### src/rtl/pc_fetch_ctrl.sv
// Fetch-cycle PC sequencer: PC register, imem request/ready handshake, IF/ID delivery.
// Optional PC_TRAP_ALIGN_EN: misaligned redirects go to TRAP_VECTOR and pulse misalign_o.
module pc_fetch_ctrl #(
    parameter logic [31:0] RESET_VECTOR = 32'h00000000,
    parameter logic [31:0] TRAP_VECTOR  = 32'h00000100
) (
    input  logic        CLK,
    input  logic        RESET,
    input  logic        stall_i,
    input  logic        redirect_i,
    input  logic [31:0] redirect_target_i,
    input  logic        imem_ready_i,
    output logic        imem_req_o,
    output logic [31:0] imem_addr_o,
    output logic [31:0] fetch_pc_o,
    output logic        fetch_valid_o,
    output logic        misalign_o
);

    typedef enum logic [1:0] {
        S_BOOT,
        S_REQ,
        S_WAIT,
        S_HOLD
    } state_t;

    state_t      r_state;
    logic [31:0] r_pc;
    logic [31:0] r_fetch_pc;
    logic        r_fetch_valid;
    logic        r_misalign;
    logic        r_kill;
    logic [31:0] r_pend;
    logic [31:0] r_buf;

    logic [31:0] w_tgt;
    logic        w_misalign;
    logic [31:0] w_pc_inc;

`ifdef PC_TRAP_ALIGN_EN
    assign w_misalign = |redirect_target_i[1:0];
    assign w_tgt      = w_misalign ? TRAP_VECTOR : redirect_target_i;
`else
    logic w_unused_trap;
    assign w_misalign    = 1'b0;
    assign w_tgt         = {redirect_target_i[31:2], 2'b00};
    assign w_unused_trap = ^{TRAP_VECTOR, redirect_target_i[1:0]};
`endif

    assign w_pc_inc = r_pc + 32'd4;

    // The outstanding address is always the PC; it only moves on completion.
    assign imem_req_o    = (r_state == S_WAIT) || ((r_state == S_REQ) && !stall_i);
    assign imem_addr_o   = r_pc;
    assign fetch_pc_o    = r_fetch_pc;
    assign fetch_valid_o = r_fetch_valid;
    assign misalign_o    = r_misalign;

    always_ff @(posedge CLK) begin
        if (RESET) begin
            r_state       <= S_BOOT;
            r_pc          <= RESET_VECTOR;
            r_fetch_pc    <= 32'd0;
            r_fetch_valid <= 1'b0;
            r_misalign    <= 1'b0;
            r_kill        <= 1'b0;
            r_pend        <= 32'd0;
            r_buf         <= 32'd0;
        end else begin
            r_misalign <= redirect_i & w_misalign;
            case (r_state)
                S_BOOT: begin
                    r_state <= S_REQ;
                    if (redirect_i) begin
                        r_pc          <= w_tgt;
                        r_fetch_valid <= 1'b0;
                    end
                end
                S_REQ: begin
                    if (redirect_i) begin
                        r_pc          <= w_tgt;
                        r_fetch_valid <= 1'b0;
                    end else if (!stall_i) begin
                        if (imem_ready_i) begin
                            r_fetch_pc    <= r_pc;
                            r_fetch_valid <= 1'b1;
                            r_pc          <= w_pc_inc;
                        end else begin
                            r_fetch_valid <= 1'b0;
                            r_state       <= S_WAIT;
                        end
                    end
                end
                S_WAIT: begin
                    if (redirect_i) begin
                        r_fetch_valid <= 1'b0;
                        if (imem_ready_i) begin
                            r_pc    <= w_tgt;
                            r_kill  <= 1'b0;
                            r_state <= S_REQ;
                        end else begin
                            r_pend <= w_tgt;
                            r_kill <= 1'b1;
                        end
                    end else if (imem_ready_i) begin
                        if (r_kill) begin
                            r_pc          <= r_pend;
                            r_kill        <= 1'b0;
                            r_fetch_valid <= 1'b0;
                            r_state       <= S_REQ;
                        end else if (!stall_i) begin
                            r_fetch_pc    <= r_pc;
                            r_fetch_valid <= 1'b1;
                            r_pc          <= w_pc_inc;
                            r_state       <= S_REQ;
                        end else begin
                            r_buf   <= r_pc;
                            r_pc    <= w_pc_inc;
                            r_state <= S_HOLD;
                        end
                    end else if (!stall_i) begin
                        r_fetch_valid <= 1'b0;
                    end
                end
                S_HOLD: begin
                    if (redirect_i) begin
                        r_buf         <= 32'd0;
                        r_pc          <= w_tgt;
                        r_fetch_valid <= 1'b0;
                        r_state       <= S_REQ;
                    end else if (!stall_i) begin
                        r_fetch_pc    <= r_buf;
                        r_fetch_valid <= 1'b1;
                        r_state       <= S_REQ;
                    end
                end
                default: r_state <= S_BOOT;
            endcase
        end
    end

endmodule

### config.mk
export PLATFORM = sky130hd
export DESIGN_NAME = pc_fetch_ctrl
export DESIGN_NICKNAME = d
export VERILOG_FILES = /design/src/rtl/pc_fetch_ctrl.sv
export SDC_FILE = /design/constraint.sdc
export NUM_CORES = 1
export LEC_CHECK = 0
export CAP_MARGIN = 20
export CORE_AREA = 4 4 131 145
export DETAILED_ROUTE_END_ITERATION = 10
export DIE_AREA = 0 0 135 149
export SYNTH_ARGS = -nofsm -noshare
export SYNTH_HDL_FRONTEND = slang
export SYNTH_SLANG_ARGS = --single-unit
### constraint.sdc
create_clock -name CLK -period 4.17 [get_ports CLK]
set_input_delay 0.6255 -clock CLK [delete_from_list [all_inputs] [get_ports CLK]]
set_output_delay 0.6255 -clock CLK [all_outputs]
set_load 0.03 [all_outputs]
==> flow_summary.ini <==
[status]
status = complete, no violations

[drt]
vias = 6580
drc = 0
first_pass_iters = 5
ant_nets = 0
wirelength_mm = 21.3
viasPerCell = 5.64
wire_per_inst_um = 18.3
drtIter0Drc = 616

[timing]
whs_ns = 0.448
max_slew.worst_pin.slew_ns = 0.794
setup_viol = 0
setup_slack_ns = 1.09
max_freq_ghz = 0.324
relSlewSlack_pct = 47.0
setup_tns_ns = 0
layout_min_cycle_time_ns = 3.08
clock_skew_ns = 0.00691
finalHoldViolations = 0
rsz0062_at_grt = false
drv_slew = 0
finalCritPeriodShare_pct = 73.9

[synth]
synthCells = 863
yosys.area.top_type = dfxtp_1
ys_ff_latch = 126
synthFlopType = dfxtp_1
yosysTopAreaCellShare_pct = 36.5
seq_area_frac_synth_pct = 36.5
synth_cell_types = 72
synthTopCellsByCount = 135 x nand2_1, 126 x dfxtp_1, 94 x a21oi_1
synthArstFlopShare_pct = 0
synth_edf_count = 0
synth_most_common_cell = nand2_1
syn_area_per_cell_um2 = 8.02
mappedNetlistArea_mm2 = 0.00692
yosys_warnings = 0
synth.top_cells.by_area = dfxtp_1 36%, nand2_1 7.3%, a21oi_1 6.8%

[place]
hpwl_mm = 14.2
io_buffers = 98
place_congestion = 0.871
pre_cts_ws_ns = 1.13
dpl-instance-area_mm2 = 0.00795

[floorplan]
io_pins = 104
rows = 51
core_area_mm2 = 0.0175
initial_utilization_pct = 39.4
fp.dieH_um = 149
fp.dieW_um = 135
die_area_mm2 = 0.0201

[power_and_ir_drop]
ir_worst_vdd_mv = 0.366
switchingPower_mw = 2.21
internal_power_mw = 3.36
p_clk_share_pct = 28.0
swShare_pct = 39.7
comb_power_share_pct = 40.3
p_leak_nw = 2.87
power.density_mw_per_mm2 = 650
seq_power_share_pct = 31.7

[clocking]
post_cts_resized = 0
clkLatencyLatePin_ns = 0.42
cts_tree = yes
cts.path.max_buffers = 2
cts-root-buf = clkbuf_16
ctsHoldBuffers = 0
cts_made_buffers = 17
h-tree-depth = 4
post_cts_buffers = 0
clkSinkCount = 126
cts.clk_slew.worst_paths_ns = 0.05

[critical_path]
crit_path_max_incr_delay_ns = 0.67
crit_path_end_kind = output port
cp_data_arrival_time_ns = 2.46
crit_type = flop to output port
required_ns = 3.54
worst_setup_path_start_kind = flop
crit_family = buffers and inverters
slowest_stage = clkdlybuf4s50_1
critPathMaxFanout = 56
path_buf_inv = 3
path_cells = inv_1 > ha_2 > buf_4 > a21o_1 > clkdlybuf4s50_1

[global_route]
grt_util_all_layers_pct = 21.2
grt_overflow = 0
grt_max_degree = 63
antenna_found_initial = 0
grt_pass1_wl_mm = 33.9
grt_pass1_vias = 6113

[cells_and_area]
final.fill_count = 1710
drive_gt1_share_pct = 7.87
finish.utilization_pct = 48.8
antennaDiodeCount = 0
fin_area_mm2 = 0.00857
final_nets = 961
syn2layout_area_growth_pct = 23.9

[worst_hold_path]
hold_path.class = flop to flop

[job]
maxCapViolCount = 0
-- worst reg2reg max path: cells and delay by family (launching register included) --
kind	cells	cell delay, ns
AO/OA/AOI/OAI	4	1.04
adder cells (fa/ha/maj)	1	0.45
buffers and inverters	1	0.11
flip-flops	1	0.41
AND/OR/NAND/NOR	2	0.69
-- cell usage in the layout, fill, tap and decap left out, types with 6 or more instances in the layout --
cell             Yosys  final
o31ai_1              7      7
a211oi_1            39     39
inv_1               12     12
buf_4               12     20
dfxtp_1            126    126
mux2i_1             41     41
nand2_1            135    135
clkdlybuf4s50_1      0     97
o22ai_1              8      8
nor3_1              13     13
nor2_1              55     54
xnor2_1              8      8
nand2b_1            10     10
a21o_1               8      8
clkbuf_16            0     17
o21ai_0             34     34
clkbuf_8             0      6
o21ai_1              7      7
and3_1              10     10
nand3_1             18     18
a21oi_1             94     94
a221oi_1            15     15
nand4_1             12     12
nand3b_1            26     26
-- sequential cells by signal, summed over array words and instances, names as in the netlist --
name,cells
fetch_pc_o,31
r_pend,30
fetch_valid_o,1
r_state,2
r_buf,31
imem_addr_o,30
r_kill,1
-- metrics by stage --
step	instances	total power [mW]
final	1166	5.57
after global routing	1166	5.88
after CTS	1166	5.59
after detailed placement	1136	4.02
after global placement	1136	4.01
after floorplan	865	3.21
-- path summary, 6_finish.rpt --
path                    from              end  slack [ns]  depth (start not counted)
setup / recovery  r_state[1]       imem_req_o        1.09                          5
hold / removal    r_pend[27]       r_pend[27]        0.45                          2
setup reg to reg  r_state[0]  imem_addr_o[24]        1.41                          8
hold reg to reg   r_pend[27]       r_pend[27]        0.45                          2
-- layout make-up --
class | instances | area [um^2] | area share [%]
clock inverter | 5 | 103 | 1.20
sequential | 126 | 2520 | 29.4
tap | 238 | 298 | 3.47
clock buffer | 25 | 515 | 6.01
timing repair buffer | 117 | 1120 | 13.1
inverter | 12 | 45.0 | 0.526
multi-input combinational | 643 | 3970 | 46.3
-- cell families (layout without fill, tap and decap cells) --
| group | count (synthesis) | in the layout | share of synthesized area, % |
|---|---|---|---|
| buf+inv | 96 | 159 | 6.53 |
| xor+xnor | 14 | 14 | 1.88 |
| flops | 126 | 126 | 36.5 |
| simple gates | 311 | 311 | 22.4 |
| mux | 42 | 42 | 6.09 |
| fa+ha+maj | 7 | 7 | 1.27 |
| other cells | 1 | 3 | 0.0542 |
| compound gates | 266 | 266 | 25.3 |
-- power by group through the flow --
| stage | sequential, mW | combinational (mW) | clock, mW |
|---|---|---|---|
| finish | 1.76 | 2.25 | 1.56 |
| global route | 1.80 | 2.44 | 1.64 |
| CTS | 1.76 | 2.25 | 1.58 |
| detailed placement | 1.78 | 2.24 | 0 |
| global placement | 1.78 | 2.23 | 0 |
| floorplan | 2.05 | 1.17 | 0 |
-- metal layers --
| layer | vias up | wire [um] | global-route usage [%] |
|---|---|---|---|
| li1 | 3220 | - | - |
| met1 | 3081 | 10000 | 30.1 |
| met2 | 245 | 9340 | 32.1 |
| met3 | 34 | 1440 | 4.39 |
| met4 | 0 | 464 | 7.26 |
| met5 | - | 0 | 0 |
Note: power is estimated with default switching activity, not from simulation.
